$ cat config.mk
export PLATFORM = sky130hd
export DESIGN_NAME = bcm_code_packer
export DESIGN_NICKNAME = d
export VERILOG_FILES = /design/src/rtl/bcm_pkg.sv /design/src/rtl/sat_counter.sv /design/src/rtl/bcm_code_packer.sv
export SDC_FILE = /design/constraint.sdc
export NUM_CORES = 1
export LEC_CHECK = 0
export BUFFER_PORTS_ARGS = -buffer_cell sky130_fd_sc_hd__buf_2
export CAP_MARGIN = 20
export CORE_MARGIN = 1.5
export CORE_UTILIZATION = 46
export CTS_CLUSTER_DIAMETER = 40
export DETAILED_ROUTE_END_ITERATION = 12
export PLACE_DENSITY = 0.82
export SYNTH_ARGS = -nofsm -noshare
export SYNTH_HDL_FRONTEND = slang
export SYNTH_HIERARCHICAL = 1
export SYNTH_SLANG_ARGS = --single-unit
$ cat constraint.sdc
create_clock -name clk -period 1.8 [get_ports clk]
set_clock_uncertainty 0.15 [all_clocks]
set_input_delay 0.36 -clock clk [delete_from_list [all_inputs] [get_ports clk]]
set_output_delay 0.36 -clock clk [all_outputs]
set_load 0.1 [all_outputs]
$ cat src/rtl/bcm_pkg.sv
// Shared definitions for the bcm code mapper and its downstream code packer.
package bcm_pkg;

  localparam logic [1:0] CODE_00  = 2'b00;
  localparam logic [1:0] CODE_01  = 2'b01;
  localparam logic [1:0] CODE_10  = 2'b10;
  localparam logic [1:0] CODE_11  = 2'b11;
  localparam logic [1:0] HIT_CODE = CODE_11;

  localparam int unsigned HIT_CNT_W = 8;

  typedef enum logic [1:0] {
    ASM_IDLE = 2'd0,
    ASM_FILL = 2'd1,
    ASM_FULL = 2'd2
  } asm_state_e;

  // Assembly state is implied by the fill count rather than stored separately.
  function automatic asm_state_e asm_state(input logic [3:0] cnt, input logic [3:0] n);
    asm_state_e s;
    if (cnt == 4'd0)  s = ASM_IDLE;
    else if (cnt == n) s = ASM_FULL;
    else               s = ASM_FILL;
    return s;
  endfunction

endpackage

$ cat src/rtl/sat_counter.sv
// Saturating up-counter; sticks at all-ones.
module sat_counter #(
  parameter int unsigned WIDTH = 8
) (
  input  logic             clk,
  input  logic             rst,
  input  logic             inc,
  output logic [WIDTH-1:0] count
);

  localparam logic [WIDTH-1:0] ONE = {{(WIDTH-1){1'b0}}, 1'b1};

  always_ff @(posedge clk) begin
    if (rst) begin
      count <= '0;
    end else if (inc && (count != '1)) begin
      count <= count + ONE;
    end
  end

endmodule

$ cat src/rtl/bcm_code_packer.sv
// Packs 2-bit bcm codes LSB-first into N_CODES-slot words behind a registered
// valid/ready output, and counts accepted hit codes.
module bcm_code_packer
  import bcm_pkg::*;
#(
  parameter int unsigned N_CODES = 4
) (
  input  logic                   clk,
  input  logic                   rst,
  input  logic                   in_valid,
  input  logic [1:0]             in_code,
  output logic                   in_ready,
  input  logic                   flush,
  output logic                   out_valid,
  output logic [2*N_CODES-1:0]   out_word,
  output logic [3:0]             out_count,
  input  logic                   out_ready,
  output logic [HIT_CNT_W-1:0]   hit_cnt
);

  localparam int unsigned W     = 2 * N_CODES;
  localparam logic [3:0]  N_CNT = 4'(N_CODES);

  logic [W-1:0] asm_word, asm_word_nxt;
  logic [3:0]   asm_cnt, asm_cnt_nxt;
  logic         flush_pend, flush_pend_nxt;
  logic [3:0]   wr_idx;
  logic         accept, slot_free, xfer;
  asm_state_e   state;

  always_comb begin
    state     = asm_state(asm_cnt, N_CNT);
    in_ready  = (state != ASM_FULL);
    accept    = in_valid && in_ready;
    slot_free = !out_valid || out_ready;
    xfer      = slot_free &&
                ((state == ASM_FULL) || ((flush || flush_pend) && (state != ASM_IDLE)));

    // Clearing the assembler on transfer keeps unfilled slots zero, and lets a
    // same-cycle accept land in slot 0 of the next word.
    wr_idx         = xfer ? 4'd0 : asm_cnt;
    asm_word_nxt   = xfer ? '0 : asm_word;
    asm_cnt_nxt    = xfer ? 4'd0 : asm_cnt;
    flush_pend_nxt = xfer ? 1'b0
                          : (flush_pend || (flush && ((state != ASM_IDLE) || accept)));

    if (accept) begin
      for (int unsigned k = 0; k < N_CODES; k++) begin
        if (wr_idx == 4'(k)) asm_word_nxt[2*k +: 2] = in_code;
      end
      asm_cnt_nxt = asm_cnt_nxt + 4'd1;
    end
  end

  always_ff @(posedge clk) begin
    if (rst) begin
      asm_word   <= '0;
      asm_cnt    <= '0;
      flush_pend <= 1'b0;
      out_valid  <= 1'b0;
      out_word   <= '0;
      out_count  <= '0;
    end else begin
      asm_word   <= asm_word_nxt;
      asm_cnt    <= asm_cnt_nxt;
      flush_pend <= flush_pend_nxt;
      if (xfer) begin
        out_valid <= 1'b1;
        out_word  <= asm_word;
        out_count <= asm_cnt;
      end else if (out_ready) begin
        out_valid <= 1'b0;
      end
    end
  end

  sat_counter #(
    .WIDTH (HIT_CNT_W)
  ) u_hit_cnt (
    .clk   (clk),
    .rst   (rst),
    .inc   (accept && (in_code == HIT_CODE)),
    .count (hit_cnt)
  );

endmodule

==> results of run 1 <==
area by class of cell:
cell class                 instances  area (um^2)
tap                               46        57.56
sequential                        34        699.4
inverter                           5        18.77
clock inverter                     2        11.26
fill                             268         1181
clock buffer                       6        51.30
timing repair buffer              48        320.3
multi-input combinational        124        997.2
routing by layer:
metal / vias up / global-route usage (%) / share of wire (%)
li1: 713 / - / -
met1: 682 / 21.94 / 45
met2: 28 / 32.03 / 50
met3: 9 / 4.141 / 3.2
met4: 0 / 10.94 / 2.1
met5: - / 0 / 0
critical path, stage by stage (launching register included):
cell and delay (ns):
dfxtp_2 0.34, or4b_4 0.57, buf_12 0.19
cells in the final DEF, fill, tap and decap left out, types with 3 or more instances in the layout:
master	instances
a31o_1	3
nand2_1	25
buf_6	4
nor2_1	8
nor3_4	3
nand4_1	3
mux2i_1	10
a21oi_1	4
dfxtp_1	21
ha_1	4
inv_1	5
a32o_1	6
buf_2	27
buf_4	16
clkbuf_4	5
and3_1	5
dfxtp_2	12
nor2_4	5
what timing repair did:
| item | 4_1_cts | 5_1_grt |
|---|---|---|
| resized for setup | 7 | 26 |
| pin swaps | 1 | 22 |
| cloned | 0 | 1 |
| setup endpoints to repair | 21 | 31 |
| buffers inserted | 3 | 3 |
power by group:
| part | switching, mW | leakage [nW] | total [mW] | internal (mW) |
|---|---|---|---|---|
| combinational | 0.145 | 0.642 | 0.236 | 0.0914 |
| clock | 0.277 | 0.0386 | 0.466 | 0.189 |
| sequential | 0.00915 | 0.282 | 0.776 | 0.767 |
| total | 0.431 | 0.962 | 1.48 | 1.05 |
state kept, by name, indices dropped and copies added (netlist names):
name and cells:
out_count 4, u_hit_cnt/count 8, out_valid 1, flush_pend 1
asm_cnt 4, asm_word 8, out_word 8
cells by family after synthesis:
family / after synthesis / share of synthesized area (%)
XOR/XNOR: 3 / 1.645
flip-flops: 34 / 42.60
multiplexers: 12 / 7.909
AND/OR/NAND/NOR: 69 / 23.18
adder cells (fa/ha/maj): 4 / 3.132
buffers and inverters: 12 / 3.994
AO/OA/AOI/OAI: 35 / 17.54
worst paths after layout:
check,from,to,slack [ns],cells past startpoint
setup / recovery,asm_cnt[0],in_ready,-0.16,2
hold / removal,in_code[0],asm_word[0],0.09,2
setup reg to reg,asm_cnt[0],u_hit_cnt/count[0],-0.10,6
hold reg to reg,out_word[6],out_word[6],0.31,2
through the flow:
stage,instances,util [%]
after global placement,252,57.63
after CTS,263,60.85
after detailed placement,252,57.63
after floorplan,169,-
final,265,64.60
after global routing,265,64.60
==> flow_summary_export.csv, run 1 <==
group,metric,value,unit
status,outcome,"finished, violations left",
status,violations,"setup timing",
critical_path,critPathCaptureType,"primary output",
synth,yosys-top-cells-count,"dfxtp_1, nand2_1, mux2i_1, nor2_1, a32o_1",
sta,fin_hold_ws,0.08979,ns
sta,rsz0062_at_grt,"yes",
floorplan,coreArea,3337,um^2
global_route,overflow,0,
cts,cts_tree,"done",
synth,ys_types,49,
synth,syn-instance-count,169,
place,place_area,1923,um^2
power,power.density,685.6,nW/um^2
drt,drtAntennaViolNets,0,
cts,htree_levels,2,
hold_path,hold_class,"input port to flip-flop",
final_layout,antenna_cells,0,
drt,wl_per_cell,13.81,um
drt,wl,3660,um
job,drv_cap,0,
synth,async_flop_share,0,%
critical_path,criticalPathCategory,"flip-flop to primary output",
place,gp_congestion,0.8298,
synth,netlist_top_cells_area,"dfxtp_1, mux2i_1, nand2_1, a32o_1, ha_1",
cts,cts_buffers,5,
floorplan,fp.dieH,61.94,um
synth,syn_nets,180,
power,power.total,1.478,mW
drt,drt-vias-per-instance,5.404,
floorplan,core.rowCount,21,
global_route,antenna_found_initial,0,
drt,vias,1432,
power,ir_worst_vdd,0.4797,mV
sta,finalCriticalPeriod,1.962,ns
sta,layout_setup_ws,-0.1622,ns
cts,path_clk_slew,0.11,ns
final_layout,syn_to_final_growth,34.93,%
sta,slew_viol_final,0,
critical_path,crit_fanout,2,
sta,hold_violations,0,
sta,tightestPinTransition,0.4864,ns
synth,synth-edff-count,0,
synth,ys_seq_area_share,42.60,%
synth,yosys.area.top_type,"dfxtp_1",
final_layout,finalNetCount,229,
sta,max_slew_margin,67.80,%
synth,ys_warn_count,6,
sta,setup_viol,17,
synth,synth_area,1598,um^2
synth,yosysMostFrequentCell,"dfxtp_1",
global_route,grt_max_degree,19,
cts,clock_sinks,34,
floorplan,io_pins,29,
drt,drt_iter0_drc,48,
drt,route.detailed.drc,0,
cts,ctsHoldBuffers,0,
place,dp_slack,-0.1013,ns
synth,syn_avg_cell_area,9.454,um^2
critical_path,worstPathArrival,1.45,ns
final_layout,final_area,2156,um^2
global_route,track_usage,18.92,%
cts,cts_buffer_depth,2,
critical_path,worst_setup_path_start_kind,"flip-flop",
cts,insertion_delay,0.35,ns
critical_path,worstPathRequired,1.29,ns
place,portBuffers,28,
global_route,grt_pass1_wl,5264,um
cts,root_buffer,"clkbuf_4",
synth,ys_ff_latch,34,
floorplan,dieArea,3836,um^2
power,leakage,0.9623,nW
synth,ys.flop_type,"dfxtp_1",
drt,dr.pass1.iters,4,
place,dpl.hpwl,2416,um
sta,fmax,509.6,MHz
final_layout,drive_above_1_share,45.66,%
global_route,grt_pass1_vias,1250,
floorplan,start_util,47.88,%
floorplan,dieWidth,61.94,um
sta,tns,-0.9876,ns
sta,min_period_over_period,109.0,%
synth,synth_top_area_share,42.60,%
Note: power is estimated with default switching activity, not from simulation.
==> inputs of run 2 (changes only) <==
Settings changed: TNS_END_PERCENT from default to 50.
==> run 2 against run 1 <==
Compared with the run above: clock power decreased by 3%; routed wire length increased by 3.0%; sequential cell count unchanged; die area unchanged; final cell count increased by 1.9%; cell area increased by 0.64%; maximum frequency increased by 1.1%; global-route usage increased by 1.6 points; the flow still finishes with violations (setup timing); utilization increased by 0.41 points; sequential share of layout area about the same.
==> flow_summary_export.csv, run 2 (synthesis results as in run 1) <==
group,metric,value,unit
global_route,grt_pass1_vias,1303,
cts,root_buffer,"clkbuf_4",
cts,cts_tree,"done",
cts,htree_levels,2,
floorplan,dieWidth,61.94,um
final_layout,largestRegisters,"asm_word x8, out_word x8, u_hit_cnt/count x8",
global_route,busiest_layer,"met2",
global_route,track_usage,20.48,%
status,outcome,"finished, violations left",
sta,fin_hold_ws,0.1128,ns
final_layout,fin_cells,270,
floorplan,core.rowCount,21,
place,place_area,1938,um^2
global_route,overflow,0,
place,dp_cells,254,
drt,vias,1466,
drt,route.detailed.drc,0,
drt,drtAntennaViolNets,0,
final_layout,finalNetCount,234,
drt,dr.pass1.iters,4,
sta,finalCriticalPeriod,1.941,ns
place,gp_congestion,0.7955,
global_route,met1_usage,24.62,%
sta,fmax,515.1,MHz
status,violations,"setup timing",
final_layout,drive_above_1_share,45.54,%
critical_path,worstPathRequired,1.29,ns
final_layout,most-common-layout-cells,"buf_2, nand2_1, buf_4, dfxtp_1",
sta,tns,-1.110,ns
sta,setup_viol,18,
final_layout,nFillCells,274,
cts,insertion_delay,0.34,ns
cts,cts_buffer_depth,2,
final_layout,multi_input_area,954.7,um^2
place,portBuffers,28,
drt,wl,3771,um
sta,min_period_over_period,107.9,%
critical_path,crit_fanout,2,
power,power.density,673.6,nW/um^2
final_layout,syn_to_final_growth,35.79,%
sta,rsz0062_at_grt,"yes",
global_route,grt_max_degree,15,
sta,max_slew_margin,67.95,%
drt,drt-vias-per-instance,5.430,
cts,path_clk_slew,0.11,ns
sta,layout_setup_ws,-0.1414,ns
global_route,gr-usage-met2,35.19,%
floorplan,dieArea,3836,um^2
job,drv_cap,0,
hold_path,hold_class,"input port to flip-flop",
power,leakage,0.9841,nW
critical_path,worst_setup_path_start_kind,"flip-flop",
floorplan,coreArea,3337,um^2
cts,ctsHoldBuffers,0,
global_route,antenna_found_initial,0,
place,dp_slack,-0.05428,ns
cts,clock_sinks,34,
power,ir_worst_vdd,0.4406,mV
sta,hold_violations,0,
sta,slew_viol_final,0,
drt,drt_iter0_drc,41,
critical_path,critPathCaptureType,"primary output",
critical_path,worstPathArrival,1.43,ns
sta,tightestPinTransition,0.4841,ns
cts,cts_buffers,5,
critical_path,criticalPathCategory,"flip-flop to primary output",
final_layout,final_area,2170,um^2
floorplan,io_pins,29,
global_route,grt_pass1_wl,5706,um
place,dpl.hpwl,2653,um
final_layout,seq_area,704.4,um^2
final_layout,layout_commonest_cell,"buf_2",
global_route,met3_usage,4.762,%
floorplan,fp.dieH,61.94,um
final_layout,antenna_cells,0,
floorplan,start_util,47.88,%
drt,wl_per_cell,13.97,um
[run 2: changes by cell type in the layout (fill, tap and decap cells not counted), sizes merged]
cell / previous run / this run
buf: 48 / 54
clkbuf: 6 / 7
inv: 6 / 5
nor2: 13 / 12
[run 2: final timing paths]
check / startpoint / endpoint / slack (ns) / cells past startpoint
min reg2reg: out_word[6] / out_word[6] / 0.31 / 2
min: in_code[0] / asm_word[0] / 0.11 / 2
max: asm_cnt[0] / in_ready / -0.14 / 2
max reg2reg: asm_cnt[0] / out_word[4] / -0.11 / 7
[run 2: metrics by stage]
| step | utilization, % | power [mW] |
|---|---|---|
| detailed placement | 58.08 | 1.004 |
| global route | 65.02 | 1.512 |
| CTS | 60.89 | 1.445 |
| floorplan | - | 0.9306 |
| global placement | 58.08 | 0.9988 |
| finish | 65.02 | 1.461 |
[run 2: final cells by class]
| class | count | area share, % |
|---|---|---|
| Multi-Input combinational cell | 123 | 44.00 |
| Clock buffer | 7 | 2.537 |
| Tap cell | 46 | 2.653 |
| Clock inverter | 1 | 0.2307 |
| Inverter | 5 | 0.8651 |
| Timing Repair Buffer | 54 | 17.24 |
| Sequential cell | 34 | 32.47 |
[run 2: power breakdown]
part           switching [mW]  leakage [nW]  internal (mW)
Combinational           0.141         0.667         0.0975
Sequential            0.00915         0.282          0.764
Clock                   0.260        0.0353          0.189
Total                   0.410         0.984           1.05
[run 2: per-layer routing]
metal | wire length (um) | share of wire (%)
met5 | 0 | 0
met2 | 1957 | 52
met4 | 54 | 1.4
met3 | 132 | 3.5
met1 | 1627 | 43
[run 2: timing repair]
action / 4_1_cts / 5_1_grt
pin swaps: 2 / 16
endpoints found under the hold margin: 0 / 0
buffers inserted: 2 / 8
cloned: 0 / 0
resized for setup: 6 / 25
endpoints found under the setup margin: 6 / 29
[run 2: worst max-delay path: stages, from the launching register on]
cell	delay [ns]
dfxtp_2	0.33
or4b_4	0.57
buf_12	0.19
==> inputs of run 3 (changes only) <==
Settings changed: BUFFER_PORTS_ARGS -buffer_cell sky130_fd_sc_hd__buf_2 to default, DONT_BUFFER_PORTS from default to 1, GPL_TIMING_DRIVEN from default to 0, PLACE_DENSITY 0.82 to 0.74.
==> run 3 against run 2 <==
Compared with the run above: the flow still finishes with violations (setup timing); combinational power fell by 26%; via count fell by 6.5%; critical path type is now flip-flop to flip-flop; global-route usage increased by 1.1 points; die area unchanged; sequential cell count stayed put; clock power decreased by 0.9%; maximum frequency down 6.0%; highest routed layer unchanged; final cell count is 13% lower.
==> flow_summary_export.csv, run 3 (synthesis results as in run 1) <==
group,metric,value,unit
sta,tns,-5.336,ns
status,violations,"setup timing",
final_layout,finalNetCount,199,
critical_path,crit_fanout,7,
cts,insertion_delay,0.34,ns
critical_path,criticalPathCategory,"flip-flop to flip-flop",
critical_path,worst_setup_path_start_kind,"flip-flop",
power,power.density,719.1,nW/um^2
hold_path,hold_start,"rst",
critical_path,worstPathRequired,1.89,ns
sta,min_period_over_period,114.7,%
floorplan,io_pins,29,
sta,tightestPinTransition,0.6329,ns
final_layout,fin_cells,235,
floorplan,dieArea,3836,um^2
job,drv_cap,0,
status,outcome,"finished, violations left",
sta,setup_viol,33,
place,dp_cells,215,
cts,htree_levels,2,
sta,fmax,484.3,MHz
floorplan,coreArea,3337,um^2
sta,max_slew_margin,57.80,%
place,portBuffers,0,
sta,layout_setup_ws,-0.2648,ns
place,dp_slack,-0.2496,ns
global_route,antenna_found_initial,0,
global_route,track_usage,21.58,%
final_layout,most-common-layout-cells,"nand2_1, dfxtp_2, mux2i_1, buf_4, dfxtp_1",
critical_path,timing.rr.start,"asm_cnt[0]",
critical_path,slowest_stage,"or4b_4",
sta,rsz0062_at_grt,"yes",
final_layout,final_core_util,59.84,%
critical_path,worstPathArrival,2.15,ns
global_route,grt_pass1_vias,1342,
floorplan,dieWidth,61.94,um
drt,drtAntennaViolNets,0,
place,place_area,1699,um^2
critical_path,worstSetupStartpoint,"asm_cnt[0]",
drt,wl,4012,um
final_layout,antenna_cells,0,
final_layout,final_area,1997,um^2
critical_path,cp_cell_sequence,"or4b_4 -> nor2_4 -> buf_4 -> nor3_4 -> a32o_1",
cts,clock_sinks,34,
place,dpl.hpwl,2471,um
drt,vias,1371,
hold_path,hold_class,"input port to flip-flop",
cts,cts_buffer_depth,2,
floorplan,start_util,47.88,%
cts,cts_buffers,5,
drt,drt_iter0_drc,68,
global_route,grt_max_degree,11,
final_layout,drive_above_1_share,40.21,%
drt,route.detailed.drc,0,
final_layout,layout_commonest_cell,"nand2_1",
floorplan,fp.dieH,61.94,um
cts,path_clk_slew,0.10,ns
sta,fin_hold_ws,0.02995,ns
drt,drt-vias-per-instance,5.834,
drt,dr.pass1.iters,4,
sta,finalCriticalPeriod,2.065,ns
final_layout,syn_to_final_growth,24.98,%
cts,root_buffer,"clkbuf_4",
cts,cts_tree,"done",
global_route,overflow,0,
floorplan,core.rowCount,21,
final_layout,largestRegisters,"asm_word x8, out_word x8, u_hit_cnt/count x8",
critical_path,max_stage_delay,0.74,ns
power,power.total,1.436,mW
place,gp_congestion,0.8743,
power,leakage,0.7826,nW
drt,wl_per_cell,17.07,um
critical_path,critPathCaptureType,"flip-flop",
global_route,grt_pass1_wl,6030,um
power,ir_worst_vdd,0.4140,mV
sta,hold_violations,0,
sta,slew_viol_final,0,
==> run 3: changes by cell type in the layout (fill, tap and decap cells not counted), moves of 3 or more <==
cell           previous run  this run
dfxtp_1                  21         9
dlygate4sd3_1             0         3
buf_4                    22         9
buf_2                    27         0
clkbuf_1                  1         4
dfxtp_2                  10        20
==> run 3: layer usage <==
layer / GRT usage [%] / vias to the layer above / part of all wire, %
met5: 0 / - / 0
met4: 8.511 / 0 / 2.5
met3: 7.246 / 13 / 5.6
met2: 36.54 / 36 / 52
met1: 25.13 / 659 / 40
li1: - / 663 / -
==> run 3: repair_timing <==
action                     CTS  global route
buffers inserted             6             3
setup endpoints to repair   44            32
cloned                       1             0
hold endpoints to repair     4             1
pin swaps                   10             9
resized for setup           35            13
hold buffers                 2             1
==> run 3: worst max-delay path, delay by kind of cell, from the launching register on <==
family,cells,cell delay [ns]
AO/OA/AOI/OAI,1,0.26
buffers and inverters,1,0.15
AND/OR/NAND/NOR,3,1.03
flip-flops,1,0.36
==> run 3: worst paths after layout <==
| path | cells past startpoint | slack, ns | end |
|---|---|---|---|
| max | 5 | -0.26 | asm_word[2] |
| min | 2 | 0.03 | u_hit_cnt/count[3] |
| min reg2reg | 2 | 0.31 | out_word[6] |
| max reg2reg | 5 | -0.26 | asm_word[2] |
==> run 3: area by class of cell <==
cell class                 count  area [um^2]
buffer                         6        45.04
clock buffer                   7        55.05
clock inverter                 1        5.005
fill                         276         1340
inverter                       5        18.77
multi-input combinational    123        964.7
sequential                    34        724.4
tap                           46        57.56
timing repair buffer          13        126.4
==> run 3: where the power goes <==
group	switching (mW)	internal, mW
sequential	0.0516	0.763
clock	0.257	0.189
combinational	0.0949	0.0809
total	0.403	1.03
